File: config.mk
export PLATFORM = sky130hd
export DESIGN_NAME = harvard_bus_arbiter
export DESIGN_NICKNAME = d
export VERILOG_FILES = /design/src/rtl/harvard_bus_pkg.sv /design/src/rtl/harvard_bus_arbiter_timeout.sv /design/src/rtl/harvard_bus_arbiter.sv
export SDC_FILE = /design/constraint.sdc
export NUM_CORES = 1
export LEC_CHECK = 0
export ABC_AREA = 1
export CAP_MARGIN = 20
export CORE_MARGIN = 2
export CORE_UTILIZATION = 37
export CTS_CLUSTER_DIAMETER = 200
export DETAILED_ROUTE_END_ITERATION = 8
export PLACE_DENSITY = 0.78
export SLEW_MARGIN = 0
export SYNTH_ARGS = -nofsm -noshare
export SYNTH_HDL_FRONTEND = slang
export SYNTH_HIERARCHICAL = 1
export SYNTH_SLANG_ARGS = --single-unit
File: constraint.sdc
create_clock -name clk -period 2.6 [get_ports clk]
set_input_delay 0.78 -clock clk [delete_from_list [all_inputs] [get_ports clk]]
set_output_delay 0.78 -clock clk [all_outputs]
set_load 0.005 [all_outputs]
File: src/rtl/harvard_bus_pkg.sv
`default_nettype none
// ============================================================================
// Module      : harvard_bus_pkg
// Description : Shared types and constants for the Harvard bus arbiter:
//               the arbiter state encoding and the default bus timeout.
// Revision    : 1.0 - initial release
// ============================================================================
package harvard_bus_pkg;

    // Default number of consecutive stalled edges before an access is aborted.
    localparam int c_default_timeout = 16;

    typedef enum logic [2:0] {
        ST_FETCH  = 3'd0,
        ST_DATA   = 3'd1,
        ST_COMMIT = 3'd2,
        ST_HALT   = 3'd3,
        ST_ERROR  = 3'd4
    } state_e;

endpackage
`default_nettype wire

File: src/rtl/harvard_bus_arbiter_timeout.sv
`default_nettype none
// ============================================================================
// Module      : bus_timeout_counter
// Description : Counts consecutive stalled bus edges. 'expired' is raised
//               combinationally during the cycle whose edge would be the
//               limit-th stalled edge, so the owner can leave on that edge.
// Ports       : clk, reset (async, active-low), clear, count_en, limit,
//               expired
// Revision    : 1.0 - initial release
// ============================================================================
module bus_timeout_counter
    import harvard_bus_pkg::*;
#(
    parameter int  TIMEOUT_CYCLES = c_default_timeout,
    localparam int CW             = $clog2(TIMEOUT_CYCLES + 1)
) (
    input  logic          clk,
    input  logic          reset,
    input  logic          clear,
    input  logic          count_en,
    input  logic [CW-1:0] limit,
    output logic          expired
);

    logic [CW-1:0] r_count;
    logic [CW:0]   w_next_count;

    assign w_next_count = {1'b0, r_count} + {{CW{1'b0}}, 1'b1};
    assign expired      = count_en && (w_next_count >= {1'b0, limit});

    always_ff @(posedge clk or negedge reset) begin
        if (!reset) begin
            r_count <= '0;
        end else if (clear) begin
            r_count <= '0;
        end else if (count_en && !expired) begin
            r_count <= w_next_count[CW-1:0];
        end
    end

endmodule
`default_nettype wire

File: src/rtl/harvard_bus_arbiter.sv
`default_nettype none
// ============================================================================
// Module      : harvard_bus_arbiter
// Description : Shares one single-ported, wait-stated memory between the
//               instruction and data ports of a Harvard CPU. Each instruction
//               is sequenced as FETCH -> DATA -> COMMIT; the CPU advances only
//               on the one-cycle COMMIT strobe. Terminal HALT/ERROR states.
// Ports       : clk, reset (async, active-low)
//               cpu_instr_* / cpu_data_* : CPU side (readdata are latched)
//               cpu_active / cpu_clock_enable : run flag / advance strobe
//               mem_* : shared memory master port (waitrequest handshake)
//               halted, bus_error (sticky), commit_count
// Revision    : 1.0 - initial release
// ============================================================================
module harvard_bus_arbiter
    import harvard_bus_pkg::*;
#(
    parameter int TIMEOUT_CYCLES = c_default_timeout,
    parameter int COUNT_WIDTH    = 32
) (
    input  logic                   clk,
    input  logic                   reset,
    input  logic [31:0]            cpu_instr_address,
    output logic [31:0]            cpu_instr_readdata,
    input  logic [31:0]            cpu_data_address,
    input  logic                   cpu_data_read,
    input  logic                   cpu_data_write,
    input  logic [31:0]            cpu_data_writedata,
    output logic [31:0]            cpu_data_readdata,
    input  logic                   cpu_active,
    output logic                   cpu_clock_enable,
    output logic [31:0]            mem_address,
    output logic                   mem_read,
    output logic                   mem_write,
    output logic [31:0]            mem_writedata,
    input  logic [31:0]            mem_readdata,
    input  logic                   mem_waitrequest,
    output logic                   halted,
    output logic                   bus_error,
    output logic [COUNT_WIDTH-1:0] commit_count
);

    localparam int             c_tcw   = $clog2(TIMEOUT_CYCLES + 1);
    localparam logic [c_tcw-1:0] c_limit = c_tcw'(TIMEOUT_CYCLES);

    state_e                 r_state;
    state_e                 w_next;
    logic [31:0]            r_instr;
    logic [31:0]            r_data;
    logic                   r_halted;
    logic                   r_bus_error;
    logic [COUNT_WIDTH-1:0] r_commit_count;

    logic        w_req_read;
    logic        w_req_write;
    logic        w_ce;
    logic [31:0] w_addr;
    logic [31:0] w_wdata;
    logic        w_complete;
    logic        w_count_en;
    logic        w_expired;
    logic        w_clear;

    // Bus request decode. With both data strobes set the access is illegal,
    // so neither request is issued.
    always_comb begin
        w_req_read  = 1'b0;
        w_req_write = 1'b0;
        w_ce        = 1'b0;
        w_addr      = cpu_instr_address;
        w_wdata     = '0;
        case (r_state)
            ST_FETCH: begin
                w_req_read = cpu_active;
            end
            ST_DATA: begin
                w_addr      = cpu_data_address;
                w_wdata     = cpu_data_writedata;
                w_req_read  = cpu_data_read & ~cpu_data_write;
                w_req_write = cpu_data_write & ~cpu_data_read;
            end
            ST_COMMIT: begin
                w_ce = 1'b1;
            end
            default: begin
            end
        endcase
    end

    assign w_count_en = (w_req_read | w_req_write) & mem_waitrequest;
    assign w_complete = (w_req_read | w_req_write) & ~mem_waitrequest;

    // Next-state decode. Completion takes priority over the timeout: an edge
    // with waitrequest low never counts as stalled.
    always_comb begin
        w_next = r_state;
        case (r_state)
            ST_FETCH: begin
                if (!cpu_active)     w_next = ST_HALT;
                else if (w_complete) w_next = ST_DATA;
                else if (w_expired)  w_next = ST_ERROR;
            end
            ST_DATA: begin
                if (cpu_data_read && cpu_data_write)        w_next = ST_ERROR;
                else if (!cpu_data_read && !cpu_data_write) w_next = ST_COMMIT;
                else if (w_complete)                        w_next = ST_COMMIT;
                else if (w_expired)                         w_next = ST_ERROR;
            end
            ST_COMMIT: w_next = ST_FETCH;
            ST_HALT:   w_next = ST_HALT;
            ST_ERROR:  w_next = ST_ERROR;
            default:   w_next = ST_ERROR;
        endcase
    end

    // The wait count belongs to one access: restart it on completion and on
    // every state change.
    assign w_clear = w_complete | (w_next != r_state);

    bus_timeout_counter #(
        .TIMEOUT_CYCLES (TIMEOUT_CYCLES)
    ) u_timeout (
        .clk      (clk),
        .reset    (reset),
        .clear    (w_clear),
        .count_en (w_count_en),
        .limit    (c_limit),
        .expired  (w_expired)
    );

    always_ff @(posedge clk or negedge reset) begin
        if (!reset) begin
            r_state        <= ST_FETCH;
            r_instr        <= '0;
            r_data         <= '0;
            r_halted       <= 1'b0;
            r_bus_error    <= 1'b0;
            r_commit_count <= '0;
        end else begin
            r_state <= w_next;
            if (r_state == ST_FETCH && w_complete)
                r_instr <= mem_readdata;
            if (r_state == ST_DATA && w_req_read && w_complete)
                r_data <= mem_readdata;
            if (w_next == ST_HALT)
                r_halted <= 1'b1;
            if (w_next == ST_ERROR)
                r_bus_error <= 1'b1;
            if (r_state == ST_COMMIT)
                r_commit_count <= r_commit_count + COUNT_WIDTH'(1);
        end
    end

    // Strobes are gated by reset so an access is withdrawn the moment reset
    // asserts, not at the next edge.
    assign mem_read           = reset & w_req_read;
    assign mem_write          = reset & w_req_write;
    assign cpu_clock_enable   = reset & w_ce;
    assign mem_address        = w_addr;
    assign mem_writedata      = w_wdata;
    assign cpu_instr_readdata = r_instr;
    assign cpu_data_readdata  = r_data;
    assign halted             = r_halted;
    assign bus_error          = r_bus_error;
    assign commit_count       = r_commit_count;

endmodule
`default_nettype wire

==> out/qor.log <==
INFO  synth          avgSynthCellArea=7.37um^2
INFO  sta            max_freq=0.362GHz
INFO  die            floorplan.initialDensity=38.0%
INFO  place          dp_cells=1,305
INFO  clocking       cts-root-buf=clkbuf_16
INFO  clocking       clock_sinks=106
INFO  drt            drt.antenna.violating_nets=0
INFO  drt            first_pass_drt_iterations=5
INFO  sta            rsz0062_at_grt=yes
INFO  power          power.static_leakage=0.00474uW
INFO  die            die_h=129um
INFO  run            timing.max_cap.violations=0
INFO  drt            detail_route.vias_per_cell=4.55
INFO  synth          mapped_cells=790
INFO  cells_and_area fraction_of_layout_instances_using_a_drive_strength_above_1=17.3%
INFO  grt            globalRoute.totalOverflow=0
INFO  setup_path     worst-path-max-fanout=5
INFO  clocking       cts.clk_slew.worst_paths=0.08ns
INFO  sta            setup_viol=5
INFO  setup_path     critical_path_class=reg2reg
INFO  cells_and_area post_layout_nonfiller_instances=1,348
INFO  sta            layout_setup_ws=-0.162ns
INFO  min_path       worstHoldPathType=reg2reg
INFO  die            fp.coreArea=15,300um^2
INFO  sta            final_min_period_over_clock_period=106%
INFO  drt            dr.first_iter.drc_count=386
INFO  place          gp_routability_congestion=0.903
INFO  clocking       maximum_level_of_the_cts_h_tree=3
INFO  clocking       clk_latency=0.35ns
INFO  synth          synth-seq-area-share=45.5%
INFO  cells_and_area layout.cells.most_common=nand2_1
INFO  outcome        status=finished, violations left
INFO  grt            grt_pass1_vias=5,975
INFO  setup_path     required=2.90ns
INFO  die            placement_rows=45
INFO  drt            drt-wirelength-per-cell=15.4um
INFO  cells_and_area syn2layout_area_growth=67.4%
INFO  setup_path     worstSetupStartpointType=register
INFO  clocking       tritoncts=done
INFO  setup_path     critPathCaptureType=register
INFO  clocking       ctsLongestPathBuffers=2
INFO  synth          synth_area=5820um^2
INFO  cells_and_area area.sequential=2650um^2
INFO  setup_path     critPathArrivalTime=3.06ns
INFO  drt            drt_total_wl=20,700um
INFO  drt            dr_total_vias=6,136
INFO  grt            grtUsageTotal=24.2%
INFO  power          p_per_area=364nW/um^2
INFO  grt            maximum_number_of_pins_on_one_net_before_global_route_repair=66
INFO  cells_and_area multi_input_comb_area=2740um^2
INFO  sta            finClkSkew=0.00802ns
INFO  outcome        failed_checks=negative setup slack
INFO  cells_and_area mostFrequentLayoutCells=nand2_1, clkdlybuf4s50_1, inv_1, dfrtp_1, nor2_1
INFO  drt            drc=0
INFO  synth          synth-warning-count=6
INFO  sta            period_minus_slack=2.76ns
INFO  cells_and_area fin_nets=1,272
INFO  clocking       number_of_buffers_created_by_cts=9
INFO  sta            worst_slew_margin_rel=51.7%
INFO  place          number_of_buffers_added_on_ports=298
INFO  synth          synthArstFlopShare=100%
INFO  synth          post_synthesis_sequential_element_count=106
INFO  sta            fin_setup_tns=-0.748ns
INFO  cells_and_area final.fill_count=1,342
INFO  place          placement.setup.worst_slack=-0.536ns
INFO  die            die_width=129um
INFO  place          placed_wire_length_estimate=15,700um
INFO  sta            finalHoldViolCount=0
INFO  synth          synth_ff_type=dfrtp_1
INFO  sta            timing_max_transition_violations_final=0
INFO  synth          count_of_different_cell_masters_after_synthesis=37
INFO  sta            max_slew.worst_pin.slew=0.724ns
INFO  place          placement.cell_area=9240um^2
INFO  die            design.portCount=299
INFO  power          vdd.ir_drop.worst=0.000307V
INFO  synth          synth_enable_flop_cells=0
INFO  die            die-area=16,800um^2
INFO  power          total_power=3540uW
INFO  grt            antenna_found_initial=1
INFO  cells_and_area final_cell_area=9750um^2
INFO  grt            grt_pass1_wl=31,200um
[per-stage QoR]
| step | utilization, % | hold WS, ns |
|---|---|---|
| 3_3_place_gp | 60.3 | 0.452 |
| 6_report | 63.7 | 0.474 |
| 5_1_grt | 63.7 | 0.482 |
| 2_1_floorplan | - | 0.458 |
| 3_5_place_dp | 60.3 | 0.451 |
| 4_1_cts | 63.7 | 0.475 |
[power by group]
part | switching (uW) | internal [uW]
Clock | 676 | 864
Combinational | 135 | 222
Sequential | 0 | 1650
[final timing paths]
path,from,end,slack [ns],depth (start not counted)
setup reg to reg,u_timeout/r_count[0],u_timeout/r_count[1],-0.16,23
hold / removal,bus_error,bus_error,0.47,1
min in group asynchronous,reset,cpu_data_readdata[5],0.57,2
setup / recovery,u_timeout/r_count[0],u_timeout/r_count[1],-0.16,23
max in group asynchronous,reset,cpu_data_readdata[29],0.92,3
hold reg to reg,bus_error,bus_error,0.47,1
[cell families (layout without fill, tap and decap cells)]
kind of cell             after synthesis  after routing  synth area share (%)
AND/OR/NAND/NOR                      419            419                  31.2
buffers and inverters                148            491                  10.4
flip-flops                           106            106                  45.5
AO/OA/AOI/OAI                         80             80                  6.96
XOR/XNOR                              28             28                  4.21
adder cells (fa/ha/maj)                7              7                  1.50
other                                  2              6                 0.129
[cells in the mapped netlist, types with 2 or more instances]
| library cell | number | share of area [%] |
|---|---|---|
| nand2_1 | 269 | 17 |
| inv_1 | 118 | 7.6 |
| dfrtp_1 | 106 | 46 |
| nor2_1 | 73 | 4.7 |
| o21ai_1 | 46 | 4.0 |
| o21ai_0 | 30 | 2.6 |
| nand3_1 | 25 | 2.1 |
| xor2_1 | 21 | 3.2 |
| nor3_1 | 13 | 1.1 |
| clkbuf_1 | 9 | 0.58 |
| nand4_1 | 9 | 0.97 |
| buf_2 | 7 | 0.60 |
| ha_1 | 7 | 1.5 |
| xnor2_1 | 7 | 1.1 |
| nor2_2 | 6 | 0.64 |
| buf_1 | 4 | 0.26 |
| buf_6 | 4 | 0.77 |
| nand2_2 | 4 | 0.43 |
| nand3_2 | 4 | 0.69 |
| nor2_4 | 4 | 0.77 |
| buf_4 | 3 | 0.39 |
| a21oi_1 | 2 | 0.17 |
| conb_1 | 2 | 0.13 |
| inv_2 | 2 | 0.13 |
| nand3_4 | 2 | 0.60 |
| nor3_4 | 2 | 0.56 |
[registers in the layout, summed over array words and instances, names as in the netlist]
register,count
u_timeout/r_count,5
commit_count,32
bus_error,1
cpu_data_readdata,32
halted,1
cpu_instr_readdata,32
r_state,3
[cell type report]
class	count	area share, %
flip-flops and latches	106	27.2
clock buffers	9	2.31
well taps	211	2.71
repair buffers	354	33.8
inverters	121	4.84
multi-input cells	539	28.1
clock inverters	7	1.09
diodes	1	0.0257
[per-layer routing]
metal	vias up	part of all wire, %	track usage, %
met5	-	0	0
met4	0	2.5	9.17
met3	27	6.8	6.07
met2	238	51	43.0
met1	2780	40	28.3
li1	3091	-	-
[timing repair]
item                       4_1_cts  5_1_grt
setup endpoints to repair       72       39
gates resized for setup        127      121
pin swaps                       19       13
setup buffers                   17        8
gates cloned                     2        3
hold buffers                     0        0
[critical path, cell delays in order (launching register included)]
cell and delay [ns]:
dfrtp_1 0.40, ha_2 0.20, nand2_2 0.06, inv_2 0.04, nand2_2 0.07, xor2_2 0.18, inv_2 0.07, ha_4 0.25
nand2_2 0.06, nand3_2 0.09, nor2_4 0.13, a21boi_2 0.07, inv_2 0.07, nand3_2 0.06, nor2_1 0.08, nand2_1 0.08
nand4_1 0.09, nand2_1 0.06, nor2_1 0.12, nand2_2 0.14, buf_6 0.16, nor2_2 0.10, nand2_1 0.06, nand2_1 0.05
(Power assumes the default switching activity.)
